--- src/rtl/mips_pkg.sv ---
// mips_pkg: shared MIPS32 front-end constants, opcodes and fetch FSM state type.
package mips_pkg;
    localparam logic [5:0] OP_RTYPE = 6'h00;
    localparam logic [5:0] OP_BEQ   = 6'h04;
    localparam logic [5:0] OP_LW    = 6'h23;
    localparam logic [5:0] OP_SW    = 6'h2B;
    localparam logic [31:0] NOP = 32'h0000_0000;
    localparam logic [1:0] FC_NONE     = 2'b00;
    localparam logic [1:0] FC_MISALIGN = 2'b01;
    localparam logic [1:0] FC_BUS      = 2'b10;
    localparam logic [1:0] FC_TIMEOUT  = 2'b11;
    typedef enum logic [1:0] {IDLE, FETCH, EXEC, HALT} fetch_state_e;
endpackage

--- src/rtl/ifu_timeout_ctr.sv ---
// ifu_timeout_ctr: clear/enable counter whose terminal count flags the last
// FETCH cycle allowed before a missing acknowledge becomes a fault.
module ifu_timeout_ctr #(
    parameter int TIMEOUT = 16
) (
    input  logic clk,
    input  logic rst_n,
    input  logic clr_i,
    input  logic en_i,
    output logic tc_o
);
    localparam int W = $clog2(TIMEOUT + 1);
    logic [W-1:0] cnt_q;
    assign tc_o = cnt_q == W'(TIMEOUT - 1);
    always_ff @(posedge clk or negedge rst_n) begin
        if (!rst_n) cnt_q <= '0;
        else if (clr_i) cnt_q <= '0;
        else if (en_i) cnt_q <= cnt_q + 1'b1;
    end
endmodule

--- src/rtl/instr_fetch_unit.sv ---
// instr_fetch_unit: PC owner and handshaked instruction fetch for the single-cycle core,
// producing one commit strobe per instruction and a sticky fault on bus/alignment/timeout errors.
module instr_fetch_unit
    import mips_pkg::*;
#(
    parameter logic [31:0] RESET_PC = 32'h0000_0000,
    parameter int          TIMEOUT  = 16
) (
    input  logic        clk,
    input  logic        rst_n,
    input  logic [31:0] next_pc,
    input  logic        stall,
    output logic        imem_req,
    output logic [31:0] imem_addr,
    input  logic        imem_ack,
    input  logic [31:0] imem_rdata,
    input  logic        imem_err,
    output logic [31:0] pc,
    output logic [31:0] instrn,
    output logic [5:0]  instrn_opcode,
    output logic [31:0] address_plus_4,
    output logic        instr_valid,
    output logic [31:0] instr_count,
    output logic        fault,
    output logic [1:0]  fault_code
);
    fetch_state_e state_q, state_d;
    logic [31:0] pc_q, pc_d, instrn_q, instrn_d, count_q, count_d;
    logic [1:0]  code_q, code_d;
    logic        tmo_tc;
    // The timer only runs while a request is outstanding and unanswered.
    ifu_timeout_ctr #(.TIMEOUT(TIMEOUT)) u_tmo (
        .clk   (clk),
        .rst_n (rst_n),
        .clr_i (state_q != FETCH || imem_ack),
        .en_i  (state_q == FETCH && !imem_ack),
        .tc_o  (tmo_tc)
    );
    assign imem_req       = state_q == FETCH;
    assign imem_addr      = pc_q;
    assign pc             = pc_q;
    assign instrn         = instrn_q;
    assign instrn_opcode  = instrn_q[31:26];
    assign address_plus_4 = pc_q + 32'd4;
    assign instr_valid    = state_q == EXEC && !stall;
    assign instr_count    = count_q;
    assign fault          = state_q == HALT;
    assign fault_code     = code_q;
    always_comb begin
        state_d  = state_q;
        pc_d     = pc_q;
        instrn_d = instrn_q;
        count_d  = count_q;
        code_d   = code_q;
        case (state_q)
            IDLE: state_d = FETCH;
            FETCH: begin
                if (imem_ack && imem_err) begin
                    state_d = HALT;
                    code_d  = FC_BUS;
                end else if (imem_ack) begin
                    state_d  = EXEC;
                    instrn_d = imem_rdata;
                end else if (tmo_tc) begin
                    state_d = HALT;
                    code_d  = FC_TIMEOUT;
                end
            end
            EXEC: begin
                if (!stall) begin
                    count_d = count_q + 32'd1;
                    state_d = next_pc[1:0] != 2'b00 ? HALT : FETCH;
                    code_d  = next_pc[1:0] != 2'b00 ? FC_MISALIGN : code_q;
                    pc_d    = next_pc[1:0] != 2'b00 ? pc_q : next_pc;
                end
            end
            HALT: state_d = HALT;
        endcase
    end
    always_ff @(posedge clk or negedge rst_n) begin
        if (!rst_n) begin
            state_q  <= IDLE;
            pc_q     <= RESET_PC;
            instrn_q <= NOP;
            count_q  <= '0;
            code_q   <= FC_NONE;
        end else begin
            state_q  <= state_d;
            pc_q     <= pc_d;
            instrn_q <= instrn_d;
            count_q  <= count_d;
            code_q   <= code_d;
        end
    end
endmodule
--- config.mk ---
export PLATFORM = sky130hd
export DESIGN_NAME = instr_fetch_unit
export DESIGN_NICKNAME = d
export VERILOG_FILES = /design/src/rtl/mips_pkg.sv /design/src/rtl/ifu_timeout_ctr.sv /design/src/rtl/instr_fetch_unit.sv
export SDC_FILE = /design/constraint.sdc
export NUM_CORES = 1
export LEC_CHECK = 0
export CORE_ASPECT_RATIO = 0.6
export CORE_UTILIZATION = 37
export CTS_CLUSTER_SIZE = 12
export DETAILED_ROUTE_END_ITERATION = 6
export PLACE_DENSITY = 0.73
export SKIP_LAST_GASP = 1
export SYNTH_ARGS = -nofsm -noshare
export SYNTH_HDL_FRONTEND = slang
export SYNTH_SLANG_ARGS = --single-unit
--- constraint.sdc ---
create_clock -name clk -period 2.5 [get_ports clk]
set_input_delay 0.375 -clock clk [delete_from_list [all_inputs] [get_ports clk]]
set_output_delay 0.375 -clock clk [all_outputs]
set_load 0.01 [all_outputs]
# Word level (Yosys, flattened, before mapping)
# Index checks and enable logic that the tools add are counted.
# classes
multipliers	0
magnitude_cmp	0
div_mod_pow	0
bitwise_logic	3
shifts	0
mux	13
addsub	3
eq_ne	10
n_reduce_logical	15
# op_table
op	count
32-bit by 1-bit adder with 32-bit output (second input constant)	1
32-bit by 3-bit adder with 32-bit output (second input constant)	1
2-bit 2-to-1 mux	9
5-bit 2-to-1 mux	2
2-bit one-hot mux with 4 select lines	1
3-bit AND reduction	2
2-bit nonzero test	3
5-bit by 1-bit adder with 5-bit output (second input constant)	1
5-bit by 4-bit == test with 1-bit output (second input constant)	1
5-bit AND reduction	1
2-bit == test (second input constant)	2
2-bit by 1-bit inequality test with 1-bit output (second input constant)	2
4-bit by 1-bit inequality test with 1-bit output (second input constant)	1
2-bit one-hot mux with 2 select lines	1
2-bit AND reduction	2
1-bit logical AND	3
3-bit by 1-bit inequality test with 1-bit output (second input constant)	1
3-bit by 2-bit inequality test with 1-bit output (second input constant)	1
1-bit inverter	3
2-bit by 1-bit == test with 1-bit output (second input constant)	1
1-bit logical NOT	2
2-bit logical NOT	1
2-bit inequality test (second input constant)	1
1-bit logical OR	1
# word_totals
elab_cells	50
latch_bits	0
memories	0
input_bits	69
romBits	0
ramBits	0
output_inout_bits	171
reg_bits	105

# Depth between registers and ports, before layout
# logic_depth
depth_word	5
mapped_depth	9
ltp_nobuf	7

# Cells and area by module
# A second synthesis with hierarchy kept.
# hier_totals
cells_unflattened	452
hier_area_um2	5323.9
# by_module_without_submodules
mod	seq_area_each_um2	area_per_inst_um2	cells_per_inst	n_inst
instr_fetch_unit	2502.4	5053.6	429	1
ifu_timeout_ctr	125.1	270.3	23	1

# Worst setup path before layout
# Ideal clock, no wire load.
# synth_timing
path_type	register to output
from	register pc_q[2], in the netlist imem_addr[2]
to	output address_plus_4[28]
stages_incl_launch_ff	7
n_path_buf	1
arrival_ps	1576
slack_ps	549
cell_sequence	dfrtp_1 -> ha_1 -> and4_1 -> and2_1 -> clkbuf_1 -> nand4_1 -> xnor2_1
# synth_via
elab_chain_cells	1
# synth_rtl
item	line_no	text
from (decl)	instr_fetch_unit.sv:28	logic [31:0] pc_q, pc_d, instrn_q, instrn_d, count_q, count_d;
from (signal assigned)	instr_fetch_unit.sv:89	pc_q <= pc_d;
32-bit by 3-bit adder with 32-bit output	instr_fetch_unit.sv:44	assign address_plus_4 = pc_q + 32'd4;
to (decl)	instr_fetch_unit.sv:21	output logic [31:0] address_plus_4,
# No other way between the ends.

# Worst setup path after layout
# layout_timing
from	register pc_q[3], in the netlist imem_addr[3]
to	output address_plus_4[11]
# Same word-level chain as after synthesis.

==> results.json <==
{
  "hpwl_um": 10600,
  "cp-startpoint": "imem_addr[3]$_DFFE_PN0P_",
  "die_w_um": 155,
  "powerDensity_nw_per_um2": 396,
  "cts_max_path_buffers": 2,
  "ys_seq_elements": 105,
  "layout_min_cycle_time_ns": 2.39,
  "finalCoreUtilization_pct": 59.1,
  "portBuffers": 239,
  "finalPower_w": 0.00319,
  "final_antenna_net_count": 0,
  "dr.pass1.iters": 4,
  "regArea_um2": 2630,
  "hold_violations": 0,
  "synth_ff_type": "dfrtp_1",
  "drc": 0,
  "grt_overflow": 0,
  "synth_top_cell_area_share_pct": 50.8,
  "synth_fp_nets": 510,
  "core-area_um2": 13600,
  "crit_type": "flip-flop to output pin",
  "drv_cap": 0,
  "wl_per_cell_um": 16.5,
  "outcome": "complete, no violations",
  "clock_sinks": 105,
  "hold_slack_ns": 0.444,
  "routed_wl_um": 14000,
  "grt_max_degree": 54,
  "endpoint": "address_plus_4[11]",
  "timing.final.crit_share_pct": 95.5,
  "maxSlewHeadroom_pct": 52.7,
  "die_h_um": 93.6,
  "placed_area_um2": 7650,
  "final_common_cell": "clkdlybuf4s50_1",
  "start_util_pct": 38.0,
  "tightest_slew_ns": 0.704,
  "crit_fanout": 5,
  "cp-start-kind": "flip-flop",
  "final_cell_mix": "218 x clkdlybuf4s50_1, 104 x dfrtp_1, 61 x mux2_2, 44 x xnor2_1, 35 x buf_4",
  "clkSlewWorstSetupHoldPaths_ns": 0.08,
  "ios": 240,
  "clk_latency_ns": 0.34,
  "reg2reg_slack_ns": 0.52,
  "arrival_ns": 2.01,
  "rr_worst_depth": 6,
  "via_count": 4131,
  "hold_class": "primary input to asynchronous set/reset pin",
  "rsz0062_at_grt": "no",
  "antenna_cells": 0,
  "htreeDepth": 3,
  "cp-end-kind": "output pin",
  "critPathRequiredTime_ns": 2.12,
  "cts_tree": "yes",
  "setup_violations": 0,
  "synth_seq_area_share_pct": 50.8,
  "synth_area_leader_cell": "dfrtp_1",
  "cts_root_buffer": "clkbuf_16",
  "syn_inst": 433,
  "grt_pass1_vias": 4326,
  "r2r-start": "state_q[0]$_DFFE_PN0P_",
  "via_per_inst": 4.87,
  "multi_input_area_um2": 2220,
  "leakage_nw": 3.78,
  "netlist-cell-type-count": 37,
  "synth.cell_area_um2": 5170,
  "synth_area_leaders": "dfrtp_1 51%, mux2_2 13%, xnor2_1 7.5%, buf_4 6.4%, xor2_1 2.9%",
  "stdcell_area_um2": 8060,
  "drtIter0Drc": 268,
  "fillers": 1157,
  "antenna_found_initial": 0,
  "finalNetCount": 745,
  "grt_usage_pct": 20.0,
  "synth.avg_cell_area_um2": 11.9,
  "yosysWarnings": 0,
  "gp_congestion": 0.850,
  "maxSlewViolCount": 0,
  "synth_edf_count": 0,
  "synthArstFlopShare_pct": 100,
  "vdd_ir_drop_max_uv": 391,
  "r2r_end": "imem_addr[5]$_DFFE_PN0P_",
  "numCtsBuffers": 9,
  "timing.fmax_mhz": 419,
  "drive_above_1_share_pct": 20.8,
  "syn_to_final_growth_pct": 55.8,
  "dieArea_um2": 14500,
  "skew_ns": 0.00470,
  "core.rowCount": 33,
  "grt_pass1_wl_um": 22500
}
==> critical path: stages, from the launching register on <==
cell and delay (ns):
dfrtp_1 0.40, and3_4 0.22, and4_4 0.27, nand2_1 0.09
xnor2_1 0.14, clkdlybuf4s50_1 0.55
==> routing by layer <==
metal	GRT usage (%)	share of wire, %	vias to the layer above
met5	0	0	-
met4	4.70	0.65	0
met3	6.95	8.4	9
met2	33.6	48	165
met1	24.6	43	2034
li1	-	-	1923
==> cells by family after synthesis <==
family                     share of synthesized area [%]
AOI/OAI and AO/OA                                   1.43
xor gates and xnor gates                            10.3
muxes                                               13.5
buffers and inverters                               7.72
DFF                                                 50.8
adders and majority gates                           1.94
and+or+nand+nor                                     14.3
==> flip-flops by register name, summed over array words and instances, names as in the netlist <==
| signal | cells |
|---|---|
| fault_code | 2 |
| imem_addr | 32 |
| instr_count | 32 |
| instrn | 32 |
| state_q | 2 |
| u_tmo.cnt_q | 5 |
==> power breakdown <==
| group | leakage, nW | switching (W) | internal (W) |
|---|---|---|---|
| registers | 1.44 | 0.000000558 | 0.00170 |
| clock network | 0.134 | 0.000652 | 0.000685 |
| logic | 2.21 | 0.0000538 | 0.000102 |
| total | 3.78 | 0.000706 | 0.00248 |
==> stage by stage <==
stage	setup slack [ns]	setup TNS, ns	std cells
detailed placement	0.0732	0	823
global placement	0.152	0	823
CTS	-0.0873	-0.185	847
global route	0.00825	0	848
finish	0.112	0	848
floorplan	0.549	0	433
==> worst min path at each step <==
stage               cells after the start  slack, ns   from                    endpoint
CTS                                     2       0.43  rst_n  instr_count[4]$_DFFE_PN0P_
finish                                  2       0.44  rst_n  instr_count[4]$_DFFE_PN0P_
detailed placement                      1       0.26  rst_n  instr_count[4]$_DFFE_PN0P_
global placement                        1       0.26  rst_n  instr_count[4]$_DFFE_PN0P_
global route                            2       0.46  rst_n  instr_count[4]$_DFFE_PN0P_
floorplan                               0       0.08  rst_n   fault_code[0]$_DFFE_PN0P_
==> area by class of cell <==
type	count	share of cell area (%)
Tap cell	175	2.72
Inverter	9	0.419
Clock inverter	7	0.668
Multi-Input combinational cell	267	27.5
Sequential cell	105	32.6
Clock buffer	9	2.80
Timing Repair Buffer	276	33.2
==> what timing repair did <==
action / in CTS / in global routing
setup endpoints to repair: 22 / 12
endpoints found under the hold margin: 16 / 0
pin swaps: 8 / 0
gates resized for setup: 28 / 20
hold buffers: 1 / 0
setup buffers: 7 / 1
==> cell usage after synthesis (all sizes together), types with 3 or more instances <==
master  number
a21oi        3
clkbuf       3
dfrtp      105
xor2        17
buf         49
and4         5
inv          9
nor2        15
and3        11
nand2       19
mux2        61
nand3       29
nor4         7
o21ai        6
xnor2       44
ha           8
and2         4
nand4       19
nor3         4
Power figures use the tool's default switching activity.
